===== src/rtl/dmem_port_arbiter.sv =====
// Shares the processor-to-memory bus between a committed-store queue, load reads
// and fetch reads. It also tracks outstanding read tags so returned data reaches its owner.
module dmem_port_arbiter #(
  parameter int unsigned SQ_DEPTH     = 4,
  parameter int unsigned STARVE_LIMIT = 8,
  parameter int unsigned XLEN         = 32,
  parameter int unsigned MEM_SIZE_W   = 2
) (
  input  logic                  clock,
  input  logic                  reset,

  input  logic                  st_valid,
  input  logic [XLEN-1:0]       st_addr,
  input  logic [XLEN-1:0]       st_data,
  input  logic [MEM_SIZE_W-1:0] st_size,
  output logic                  st_ready,

  input  logic                  ld_req,
  input  logic [XLEN-1:0]       ld_addr,
  input  logic [MEM_SIZE_W-1:0] ld_size,
  output logic                  ld_grant,
  output logic                  ld_data_valid,
  output logic [63:0]           ld_data,
  input  logic                  ld_squash,

  input  logic                  if_req,
  input  logic [XLEN-1:0]       if_addr,
  output logic                  if_grant,
  output logic                  if_data_valid,
  output logic [63:0]           if_data,

  output logic                  sq_empty,

  output logic [1:0]            proc2mem_command,
  output logic [XLEN-1:0]       proc2mem_addr,
  output logic [63:0]           proc2mem_data,
  output logic [MEM_SIZE_W-1:0] proc2mem_size,
  input  logic [3:0]            mem2proc_response,
  input  logic [63:0]           mem2proc_data,
  input  logic [3:0]            mem2proc_tag
);

  localparam int unsigned PTR_W = (SQ_DEPTH > 1) ? $clog2(SQ_DEPTH) : 1;
  localparam int unsigned CNT_W = PTR_W + 1;
  localparam int unsigned STV_W = $clog2(STARVE_LIMIT + 1);

  // Fetch always reads a full doubleword.
  localparam logic [MEM_SIZE_W-1:0] FETCH_SIZE = '1;

  typedef enum logic [1:0] {
    BUS_NONE  = 2'h0,
    BUS_LOAD  = 2'h1,
    BUS_STORE = 2'h2
  } bus_cmd_t;

  typedef enum logic [1:0] {
    OWN_NONE,
    OWN_LOAD,
    OWN_FETCH,
    OWN_DROPPED
  } owner_t;

  typedef enum logic [1:0] {
    SEL_NONE,
    SEL_STORE,
    SEL_LOAD,
    SEL_FETCH
  } sel_t;

  logic [XLEN-1:0]       sq_addr [SQ_DEPTH];
  logic [XLEN-1:0]       sq_data [SQ_DEPTH];
  logic [MEM_SIZE_W-1:0] sq_size [SQ_DEPTH];

  logic [PTR_W-1:0] head;
  logic [PTR_W-1:0] tail;
  logic [CNT_W-1:0] count;
  logic [STV_W-1:0] starve;

  owner_t owner      [16];
  owner_t owner_next [16];
  owner_t ret_owner;

  logic     full;
  logic     nonempty;
  logic     starved;
  logic     hazard;
  logic     accepted;
  logic     push;
  logic     pop;
  sel_t     sel;
  bus_cmd_t cmd;

  assign full     = (count == CNT_W'(SQ_DEPTH));
  assign nonempty = (count != '0);
  assign starved  = (starve >= STV_W'(STARVE_LIMIT));
  assign accepted = (mem2proc_response != 4'h0);

  assign st_ready = reset && (count < CNT_W'(SQ_DEPTH));
  assign sq_empty = !reset || !nonempty;
  assign push     = st_valid && st_ready;

  // A load may not pass any queued store to the same doubleword.
  always_comb begin
    hazard = 1'b0;
    for (int unsigned i = 0; i < SQ_DEPTH; i++) begin
      if ({1'b0, PTR_W'(i) - head} < count &&
          sq_addr[PTR_W'(i)][XLEN-1:3] == ld_addr[XLEN-1:3]) begin
        hazard = 1'b1;
      end
    end
  end

  // A hazarded load hands its priority slot to the store head, which is what clears the hazard.
  always_comb begin
    sel = SEL_NONE;
    if (reset) begin
      if (nonempty && (full || starved)) begin
        sel = SEL_STORE;
      end else if (ld_req) begin
        sel = hazard ? SEL_STORE : SEL_LOAD;
      end else if (if_req) begin
        sel = SEL_FETCH;
      end else if (nonempty) begin
        sel = SEL_STORE;
      end
    end
  end

  always_comb begin
    cmd           = BUS_NONE;
    proc2mem_addr = '0;
    proc2mem_data = '0;
    proc2mem_size = '0;
    unique case (sel)
      SEL_STORE: begin
        cmd                      = BUS_STORE;
        proc2mem_addr            = sq_addr[head];
        proc2mem_data[XLEN-1:0]  = sq_data[head];
        proc2mem_size            = sq_size[head];
      end
      SEL_LOAD: begin
        cmd           = BUS_LOAD;
        proc2mem_addr = ld_addr;
        proc2mem_size = ld_size;
      end
      SEL_FETCH: begin
        cmd           = BUS_LOAD;
        proc2mem_addr = if_addr;
        proc2mem_size = FETCH_SIZE;
      end
      default: ;
    endcase
  end

  assign proc2mem_command = cmd;
  assign ld_grant         = (sel == SEL_LOAD)  && accepted;
  assign if_grant         = (sel == SEL_FETCH) && accepted;
  assign pop              = (sel == SEL_STORE) && accepted;

  assign ret_owner     = owner[mem2proc_tag];
  assign ld_data_valid = reset && (mem2proc_tag != 4'h0) && (ret_owner == OWN_LOAD);
  assign if_data_valid = reset && (mem2proc_tag != 4'h0) && (ret_owner == OWN_FETCH);
  assign ld_data       = ld_data_valid ? mem2proc_data : '0;
  assign if_data       = if_data_valid ? mem2proc_data : '0;

  // Return clears first, squash then drops live loads, and a fresh grant overrides both.
  always_comb begin
    for (int unsigned t = 0; t < 16; t++) begin
      owner_next[t] = owner[t];
      if (mem2proc_tag != 4'h0 && mem2proc_tag == 4'(t)) begin
        owner_next[t] = OWN_NONE;
      end
      if (ld_squash && owner_next[t] == OWN_LOAD) begin
        owner_next[t] = OWN_DROPPED;
      end
      if (ld_grant && mem2proc_response == 4'(t)) begin
        owner_next[t] = ld_squash ? OWN_DROPPED : OWN_LOAD;
      end
      if (if_grant && mem2proc_response == 4'(t)) begin
        owner_next[t] = OWN_FETCH;
      end
    end
  end

  always_ff @(posedge clock) begin
    if (push) begin
      sq_addr[tail] <= st_addr;
      sq_data[tail] <= st_data;
      sq_size[tail] <= st_size;
    end
  end

  always_ff @(posedge clock) begin
    if (!reset) begin
      head   <= '0;
      tail   <= '0;
      count  <= '0;
      starve <= '0;
      for (int unsigned t = 0; t < 16; t++) begin
        owner[t] <= OWN_NONE;
      end
    end else begin
      if (push) begin
        tail <= tail + PTR_W'(1);
      end
      if (pop) begin
        head <= head + PTR_W'(1);
      end
      count <= count + CNT_W'(push) - CNT_W'(pop);
      if (!nonempty || pop) begin
        starve <= '0;
      end else if (!starved) begin
        starve <= starve + STV_W'(1);
      end
      for (int unsigned t = 0; t < 16; t++) begin
        owner[t] <= owner_next[t];
      end
    end
  end

endmodule

===== config.mk =====
export PLATFORM = sky130hd
export DESIGN_NAME = dmem_port_arbiter
export DESIGN_NICKNAME = d
export VERILOG_FILES = /design/src/rtl/dmem_port_arbiter.sv
export SDC_FILE = /design/constraint.sdc
export NUM_CORES = 1
export LEC_CHECK = 0
export CAP_MARGIN = 20
export CORE_AREA = 2 2 181 183
export DETAILED_ROUTE_END_ITERATION = 10
export DIE_AREA = 0 0 183 185
export GPL_TIMING_DRIVEN = 0
export PLACE_DENSITY = 0.88
export SYNTH_ARGS = -nofsm -noshare
export SYNTH_HDL_FRONTEND = slang
export SYNTH_SLANG_ARGS = --single-unit

===== constraint.sdc =====
create_clock -name clock -period 5 [get_ports clock]
set_input_delay 0.75 -clock clock [delete_from_list [all_inputs] [get_ports clock]]
set_output_delay 0.75 -clock clock [all_outputs]
set_load 0.05 [all_outputs]

==> impl_metrics.py, run 1 <==
metrics = {
    "grt": {
        "grt_pass1_wl_mm": 68.6,
        "grt_pass1_vias": 11500,
        "antenna_found_initial": 6,
        "grt-ovfl-total": 0,
        "globalRouteTotalUtil": 0.273,
        "grt_max_degree": 53,
    },
    "placed_design": {
        "hpwl_mm": 35.5,
        "dp_slack_ns": -0.125,
        "gp_congestion": 0.972,
        "io_buffers": 380,
    },
    "final_layout": {
        "final_layout_size_suffix_gt1_frac": 0.173,
        "nets": 1792,
        "fin_util": 0.662,
        "area_growth_pct": 34.3,
    },
    "sta": {
        "rsz0062_at_grt": "false",
        "slew_headroom": 0.313,
        "setup_violations": 0,
        "finalCritPeriodShare": 0.967,
        "hold_violations": 0,
        "skew_ns": 0.0166,
        "fmax_mhz": 207,
        "finalMaxSlewViolations": 0,
        "min_period_ns": 4.83,
        "worstMarginPinSlew_ns": 1.02,
        "setup_ws_ns": 0.166,
    },
    "critical_path": {
        "path_class": "primary input to primary output",
        "critical_path_required_ns": 4.25,
        "cp-end-kind": "primary output",
        "cp_data_arrival_time_ns": 4.08,
        "startpoint_type": "primary input",
        "rr_startpoint": "head[0]$_SDFFE_PN0P_",
        "cp-endpoint": "if_data[1]",
        "path_max_fanout": 10,
        "r2r_slack_ns": 1.00,
        "rr_worst_depth": 15,
        "startpoint": "mem2proc_tag[0]",
        "r2r-end": "count[2]$_SDFF_PN0_",
    },
    "floorplanning": {
        "die_h_um": 185,
        "rows": 66,
        "design.core.area_um2": 32000,
        "die_w_um": 183,
        "die-area_um2": 33900,
        "start_util": 0.493,
        "io_pins": 444,
    },
    "clock_network": {
        "clkTransAtPathRegs_ns": 0.06,
        "clock_sinks": 309,
        "clock_path_buffers": 3,
        "htree_levels": 1,
        "clock_latency_ns": 0.56,
        "cts_tree": "built",
        "cts_buffers": 30,
        "cts-root-buf": "clkbuf_16",
    },
    "logic_synthesis": {
        "synth.distinct_cells": 54,
        "ys_seq_area_frac": 0.559,
        "synth_top_cell_area_share": 0.502,
        "synth_cells": 1122,
        "avgSynthCellArea_um2": 14.1,
        "syn_area_um2": 15800,
        "ys_top_cells_by_area": "edfxtp_1, mux4_2, and2_1, dfxtp_1, xor2_1",
        "yosys.cell_count.top_type": "edfxtp_1",
        "yosys.area.top_type": "edfxtp_1",
        "async_flop_share": 0,
        "synth-seq-cells": 309,
        "synthTopCellsByCount": "edfxtp_1, and2_1, xor2_1",
        "synthFlopType": "edfxtp_1",
        "yosys_warnings": 0,
        "synth-edff-count": 264,
    },
    "routing": {
        "wl_met2_mm": 24.8,
        "ant_nets": 0,
        "avgRoutedWirePerCell_um": 23.6,
        "drt-met1-wl_mm": 16.2,
        "route.detailed.drc": 0,
        "vias_per_cell": 5.64,
        "wl_mm": 47.4,
        "wl_met3_mm": 4.09,
        "firstDrtPassIters": 5,
        "highest_layer": "met5",
        "drtIter0Drc": 893,
        "vias": 11300,
    },
    "worst_hold_path": {
        "hold_path_depth": 2,
        "min_path_type": "register to register",
    },
    "run_status": {
        "outcome": "finished clean",
    },
    "power": {
        "vdd_drop_max_v": 0.000400,
        "p_leak_nw": 8.76,
        "powerDensity_nw_per_um2": 412,
    },
    "job": {
        "cap_violations": 0,
    },
}
==> power breakdown <==
group | leakage [nW] | internal, mW | switching [mW]
Sequential | 2.76 | 2.94 | 0.0786
Clock | 0.475 | 1.33 | 0.967
Combinational | 5.52 | 1.24 | 2.17
Total | 8.76 | 5.52 | 3.21
==> layer usage <==
metal  global-route usage  up-vias
met4                0.130        2
met5                    0        -
met2                0.502      664
met1                0.307     5506
met3               0.0476      126
li1                     -     5029
==> worst min path at each step <==
stage                                  from                       to  slack [ns]
floorplan            owner[6][0]$_SDFF_PP0_   owner[6][0]$_SDFF_PP0_        0.45
global placement     owner[0][0]$_SDFF_PP0_   owner[0][0]$_SDFF_PP0_        0.47
detailed placement  owner[11][0]$_SDFF_PP0_  owner[11][0]$_SDFF_PP0_        0.47
CTS                 owner[11][0]$_SDFF_PP0_  owner[11][0]$_SDFF_PP0_        0.49
global route        owner[11][0]$_SDFF_PP0_  owner[11][0]$_SDFF_PP0_        0.51
finish              owner[11][0]$_SDFF_PP0_  owner[11][0]$_SDFF_PP0_        0.49
==> timing repair <==
| item | CTS | global route |
|---|---|---|
| resized for setup | 161 | 90 |
| endpoints found under the hold margin | 0 | 0 |
| setup buffers | 0 | 0 |
| setup endpoints to repair | 165 | 84 |
| hold buffers | 0 | 0 |
==> registers in the layout (all words and copies together), names as in the netlist, named ones only <==
name,cells
sq_data,128
sq_addr,128
count,3
starve,4
owner,32
sq_size,8
tail,2
head,2
==> layout by cell type (no fill, tap or decap), types with 26 or more instances in the layout <==
cell type          n
dlygate4sd2_1    130
dlymetal6s2s_1    33
mux2i_1           44
clkdlybuf4s50_1  189
and2_1           171
nor4_1            28
buf_2             26
clkbuf_1          32
xor2_1            94
mux4_2            76
xnor2_1           28
dfxtp_1           45
conb_1            32
o2bb2ai_1         34
clkbuf_2          27
buf_4             52
clkbuf_16         31
edfxtp_1         264
==> worst max-delay path: stages <==
cell             delay [ns]
clkdlybuf4s50_1        0.54
buf_2                  0.29
mux4_2                 0.56
mux4_2                 0.50
nor3b_2                0.20
buf_2                  0.26
and2_1                 0.15
clkdlybuf4s50_1        0.82
==> per-stage QoR <==
step	instance area [µm²]	power (mW)	cells	setup TNS, ns	hold WS, ns
after global placement	20200	6.54	1941	-2.95	0.467
after floorplan	15900	5.45	1153	0	0.448
after global routing	21200	9.02	2006	0	0.511
after CTS	21200	8.77	2001	0	0.489
after detailed placement	20400	6.61	1945	-6.88	0.472
final	21200	8.73	2008	0	0.489
==> area by class of cell <==
cell class | instances | area (µm²)
Antenna cell | 7 | 17.5
Buffer | 119 | 737
Clock buffer | 38 | 832
Clock inverter | 18 | 184
Fill cell | 2302 | 10800
Inverter | 20 | 75.1
Multi-Input combinational cell | 705 | 6300
Sequential cell | 309 | 8830
Tap cell | 408 | 510
Timing Repair Buffer | 384 | 3720
==> kinds of logic (layout without fill, tap and decap cells) <==
| kind of cell | count (synthesis) | count (layout) | share of synthesized area |
|---|---|---|---|
| DFF | 309 | 309 | 0.559 |
| xor gates and xnor gates | 122 | 122 | 0.0677 |
| AOI/OAI and AO/OA | 102 | 102 | 0.0479 |
| adders and majority gates | 13 | 13 | 0.0108 |
| muxes | 130 | 130 | 0.144 |
| buffers and inverters | 139 | 579 | 0.0509 |
| other | 1 | 39 | 0.000238 |
| and+or+nand+nor | 306 | 306 | 0.119 |
Power figures use the tool's default switching activity.
==> inputs of run 2 (changes only) <==
HOLD_SLACK_MARGIN = 0.02   (was unset)
PLACE_DENSITY = 0.79   (was 0.88)
==> run 2 against run 1 <==
  * Cell count hardly changed
  * Cell area rose by 0.67%
  * Flip-flop and latch count stayed put
  * Largest cell class unchanged
  * Clock skew is 0.0040 ns lower
  * Routed wire length increased by 2.9%
  * Worst hold slack improved by 0.0012 ns
  * Die area unchanged
  * Largest power group unchanged
  * Maximum frequency decreased by 0.12%
  * Clock power is 6% lower
==> impl_metrics.py, run 2 (synthesis results as in run 1) <==
metrics = {
    "run_status": {
        "outcome": "finished clean",
    },
    "critical_path": {
        "cp-endpoint": "if_data[38]",
        "worst_path_most_repeated_cell": "buf_2",
        "rr_worst_depth": 15,
        "rr_startpoint": "head[0]$_SDFFE_PN0P_",
        "path_class": "primary input to primary output",
        "startpoint": "mem2proc_tag[0]",
        "r2r_slack_ns": 1.07,
        "crit_chain": "clkdlybuf4s50_1 > buf_2 > mux4_2 > mux4_2 > nor3b_2 > buf_2 > buf_2 > and2_1 > dlygate4sd2_1",
        "path_max_fanout": 10,
        "critPathMaxStageDelay_ns": 0.62,
        "critical_path_required_ns": 4.25,
        "cp-end-kind": "primary output",
        "cp_slowest_cell": "dlygate4sd2_1",
        "cp_data_arrival_time_ns": 4.09,
        "startpoint_type": "primary input",
        "r2r-end": "count[2]$_SDFF_PN0_",
    },
    "sta": {
        "hold_violations": 0,
        "worstMarginPinSlew_ns": 0.992,
        "min_period_ns": 4.84,
        "finalMaxSlewViolations": 0,
        "setup_ws_ns": 0.160,
        "fin_setup_tns_ns": 0,
        "skew_ns": 0.0125,
        "fmax_mhz": 207,
        "setup_violations": 0,
        "slew_headroom": 0.339,
        "rsz0062_at_grt": "false",
        "finalCritPeriodShare": 0.968,
    },
    "grt": {
        "grt_max_degree": 52,
        "antenna_found_initial": 14,
        "grt_pass1_vias": 11100,
        "grt-ovfl-total": 0,
        "grt_pass1_wl_mm": 69.2,
        "globalRouteTotalUtil": 0.280,
    },
    "floorplanning": {
        "io_pins": 444,
        "design.core.area_um2": 32000,
        "die_h_um": 185,
        "start_util": 0.493,
        "die-area_um2": 33900,
        "rows": 66,
        "die_w_um": 183,
    },
    "clock_network": {
        "clock_latency_ns": 0.57,
        "clkTransAtPathRegs_ns": 0.06,
        "htree_levels": 1,
        "cts_buffers": 31,
        "cts_tree": "built",
        "clock_path_buffers": 3,
        "clock_sinks": 309,
        "holdBufCountCts": 0,
        "cts-root-buf": "clkbuf_16",
    },
    "power": {
        "vdd_drop_max_v": 0.000361,
        "powerDensity_nw_per_um2": 403,
        "p_leak_nw": 9.07,
        "power_mw": 8.61,
    },
    "final_layout": {
        "final_cell_mix": "edfxtp_1, clkdlybuf4s50_1, and2_1",
        "top_regs": "sq_addr: 128 flops, sq_data: 128 flops, owner: 32 flops",
        "final_layout_size_suffix_gt1_frac": 0.167,
        "final.fill_count": 2358,
        "register_area_um2": 8830,
        "nets": 1794,
        "fin_util": 0.666,
        "final_cells": 2010,
        "final_common_cell": "edfxtp_1",
        "area_growth_pct": 35.2,
        "multi_input_area_um2": 6300,
    },
    "job": {
        "cap_violations": 0,
    },
    "routing": {
        "route.detailed.drc": 0,
        "ant_nets": 0,
        "drtIter0Drc": 925,
        "wl_mm": 48.8,
        "firstDrtPassIters": 7,
        "avgRoutedWirePerCell_um": 24.3,
        "vias": 11200,
        "vias_per_cell": 5.55,
    },
    "placed_design": {
        "io_buffers": 380,
        "dp_slack_ns": -0.144,
        "gp_congestion": 0.886,
        "dp_cells": 1945,
        "hpwl_mm": 37.2,
    },
    "worst_hold_path": {
        "min_path_type": "register to register",
    },
}
run 2: how the worst min path moves through the flow:
| stage | from | to | slack (ns) | cells past startpoint |
|---|---|---|---|---|
| after detailed placement | owner[7][0]$_SDFF_PP0_ | owner[7][0]$_SDFF_PP0_ | 0.47 | 2 |
| after global placement | owner[6][0]$_SDFF_PP0_ | owner[6][0]$_SDFF_PP0_ | 0.47 | 2 |
| after floorplan | owner[6][0]$_SDFF_PP0_ | owner[6][0]$_SDFF_PP0_ | 0.45 | 2 |
| final | owner[6][0]$_SDFF_PP0_ | owner[6][0]$_SDFF_PP0_ | 0.49 | 2 |
| after CTS | owner[7][0]$_SDFF_PP0_ | owner[7][0]$_SDFF_PP0_ | 0.48 | 2 |
| after global routing | owner[7][0]$_SDFF_PP0_ | owner[7][0]$_SDFF_PP0_ | 0.51 | 2 |
run 2: per-stage QoR:
step,hold slack [ns],cell area (µm²)
2_1_floorplan,0.448,15900
3_5_place_dp,0.471,20300
4_1_cts,0.482,21200
5_1_grt,0.507,21400
6_report,0.490,21400
3_3_place_gp,0.471,20200
run 2: repair_timing:
item,CTS,global route
setup endpoints to repair,130,125
setup buffers,0,0
resized for setup,172,66
run 2: power breakdown:
part / total (mW) / switching [mW] / internal (mW)
combinational: 3.42 / 2.14 / 1.28
clock: 2.16 / 0.957 / 1.21
sequential: 3.02 / 0.0797 / 2.94
total: 8.61 / 3.18 / 5.43
run 2: cell type report:
type / count / share of cell area
Antenna cell: 7 / 0.000820
Clock buffer: 45 / 0.0407
Clock inverter: 12 / 0.00381
Inverter: 20 / 0.00352
Sequential cell: 309 / 0.413
Timing Repair Buffer: 385 / 0.184
Buffer: 119 / 0.0343
Multi-Input combinational cell: 705 / 0.295
Tap cell: 408 / 0.0239
run 2: worst max-delay path, delay by kind of cell:
kind	cells	cell delay [ns]
mux	2	1.03
buf+inv	5	1.96
simple gates	2	0.34
run 2: layer usage:
layer / up-vias / part of all wire / track usage
met1: 5473 / 0.36 / 0.326
met3: 91 / 0.082 / 0.0486
met4: 4 / 0.035 / 0.108
met5: - / 0.00070 / 0
met2: 562 / 0.53 / 0.514
li1: 5025 / - / -
==> inputs of run 3 (changes only) <==
CORE_AREA = 8 8 187 189   (was 2 2 181 183)
CTS_CLUSTER_DIAMETER = 80   (was unset)
DIE_AREA = 0 0 195 197   (was 0 0 183 185)
TNS_END_PERCENT = 30   (was unset)
==> run 3 against run 2 <==
  * Clock-buffer cell count shrank 8
  * Non-clock buffer count shrank 1
  * Worst setup slack lost 0.017 ns
  * Maximum frequency shrank 0.36%
  * Largest power group unchanged
==> impl_metrics.py, run 3 (synthesis results as in run 1) <==
metrics = {
    "power": {
        "pwr-share-seq": 0.343,
        "vdd_drop_max_v": 0.000417,
        "p_sw_frac": 0.367,
        "p_leak_nw": 8.63,
        "switching_power_mw": 3.23,
        "pwr-share-comb": 0.385,
        "powerDensity_nw_per_um2": 415,
        "power_mw": 8.80,
        "clock_power_share": 0.272,
        "p_int_mw": 5.58,
    },
    "sta": {
        "rsz0062_at_grt": "false",
        "fmax_mhz": 206,
        "finalCritPeriodShare": 0.971,
        "fin_setup_tns_ns": 0,
        "finalMaxSlewViolations": 0,
        "slew_headroom": 0.302,
        "hold-worst-slack_ns": 0.487,
        "min_period_ns": 4.86,
        "setup_violations": 0,
        "skew_ns": 0.0290,
        "worstMarginPinSlew_ns": 1.04,
        "hold_violations": 0,
    },
    "clock_network": {
        "clock_path_buffers": 3,
        "cts_buffers": 34,
        "htree_levels": 2,
        "clock_sinks": 309,
        "cts-root-buf": "clkbuf_16",
        "postCtsSetupBuffers": 0,
        "clock_latency_ns": 0.51,
        "clkTransAtPathRegs_ns": 0.06,
        "cts_tree": "built",
        "holdBufCountCts": 0,
    },
    "floorplanning": {
        "die_h_um": 197,
        "start_util": 0.493,
        "io_pins": 444,
        "die-area_um2": 38400,
        "rows": 66,
        "die_w_um": 195,
        "design.core.area_um2": 32000,
    },
    "critical_path": {
        "path_max_fanout": 10,
        "r2r_slack_ns": 1.01,
        "critical_path_required_ns": 4.25,
        "startpoint_type": "primary input",
        "path_class": "primary input to primary output",
        "cp_data_arrival_time_ns": 4.11,
        "cp-end-kind": "primary output",
        "crit_chain": "clkdlybuf4s50_1 > buf_2 > mux4_2 > mux4_2 > nor3b_2 > buf_2 > and2_1 > clkdlybuf4s50_1",
        "critPathMaxStageDelay_ns": 0.84,
        "cp_slowest_cell": "clkdlybuf4s50_1",
    },
    "final_layout": {
        "final_cell_mix": "edfxtp_1, clkdlybuf4s50_1, and2_1",
        "nets": 1796,
        "final.fill_count": 2372,
        "final_layout_size_suffix_gt1_frac": 0.172,
        "final_common_cell": "edfxtp_1",
        "top_regs": "sq_addr: 128 flops, sq_data: 128 flops, owner: 32 flops",
        "area_growth_pct": 34.3,
    },
    "grt": {
        "grt_pass1_vias": 11700,
        "grt_pass1_wl_mm": 74.5,
        "globalRouteTotalUtil": 0.256,
        "grt-ovfl-total": 0,
        "grt_max_degree": 48,
        "antenna_found_initial": 9,
    },
    "routing": {
        "firstDrtPassIters": 5,
        "wl_mm": 50.7,
        "route.detailed.drc": 0,
        "ant_nets": 0,
        "vias": 11200,
        "vias_per_cell": 5.57,
        "drtIter0Drc": 879,
        "avgRoutedWirePerCell_um": 25.3,
    },
    "placed_design": {
        "io_buffers": 380,
        "gp_congestion": 0.914,
        "hpwl_mm": 38.6,
    },
    "run_status": {
        "outcome": "finished clean",
    },
    "worst_hold_path": {
        "min_path_type": "register to register",
    },
    "job": {
        "cap_violations": 0,
    },
}
run 3: changes by cell type in the layout (fill, tap and decap cells not counted), sizes merged:
cell | before | now
bufinv | 0 | 3
diode | 7 | 4
clkbuf | 80 | 90
clkinvlp | 4 | 1
clkdlybuf4s50 | 193 | 192
dlygate4sd2 | 108 | 137
clkinv | 7 | 15
clkdlybuf4s15 | 21 | 9
inv | 21 | 20
dlymetal6s2s | 57 | 22
run 3: metrics by stage:
step | instance area (µm²) | util | worst slack [ns] | instances
CTS | 21200 | 0.662 | 0.0195 | 2001
detailed placement | 20300 | 0.635 | -0.277 | 1945
finish | 21200 | 0.662 | 0.143 | 2005
floorplan | 15900 | - | 0.979 | 1153
global route | 21200 | 0.662 | 0.00457 | 2003
global placement | 20200 | 0.631 | -0.339 | 1941
run 3: repair_timing:
action | CTS | global route
endpoints found under the setup margin | 169 | 53
resized for setup | 173 | 70
gates cloned | 0 | 0
run 3: final timing paths:
check,start,end,cells after the start
worst max-delay path,mem2proc_tag[0],if_data[3],8
worst min-delay path,owner[10][0]$_SDFF_PP0_,owner[10][0]$_SDFF_PP0_,2
worst max register to register,head[0]$_SDFFE_PN0P_,count[2]$_SDFF_PN0_,15
worst min register to register,owner[10][0]$_SDFF_PP0_,owner[10][0]$_SDFF_PP0_,2
run 3: worst max-delay path: cells and delay by family:
kind          cells  cell delay (ns)
buf+inv           4             1.97
mux               2             1.02
simple gates      2             0.36
run 3: power by group through the flow:
stage               Sequential (mW)  Clock, mW  Combinational [mW]
floorplan                      3.05          0                2.39
global placement               3.07          0                3.51
detailed placement             3.07          0                3.55
CTS                            3.02       2.41                3.43
global route                   3.03       2.50                3.57
finish                         3.02       2.39                3.39
run 3: final cells by class:
type / instances / area [µm²] / share of cell area
flip-flops and latches: 309 / 8830 / 0.416
inverters: 20 / 75.1 / 0.00354
well taps: 408 / 510 / 0.0241
clock inverters: 19 / 189 / 0.00891
clock buffers: 37 / 862 / 0.0407
plain buffers: 119 / 731 / 0.0345
repair buffers: 384 / 3690 / 0.174
multi-input cells: 705 / 6310 / 0.297
diodes: 4 / 10.0 / 0.000472
run 3: per-layer routing:
layer  share of wire  track usage  vias up
met5               0            0        -
li1                -            -     5014
met4           0.024       0.0649        0
met2            0.53        0.473      563
met3           0.077       0.0571       76
met1            0.37        0.296     5510
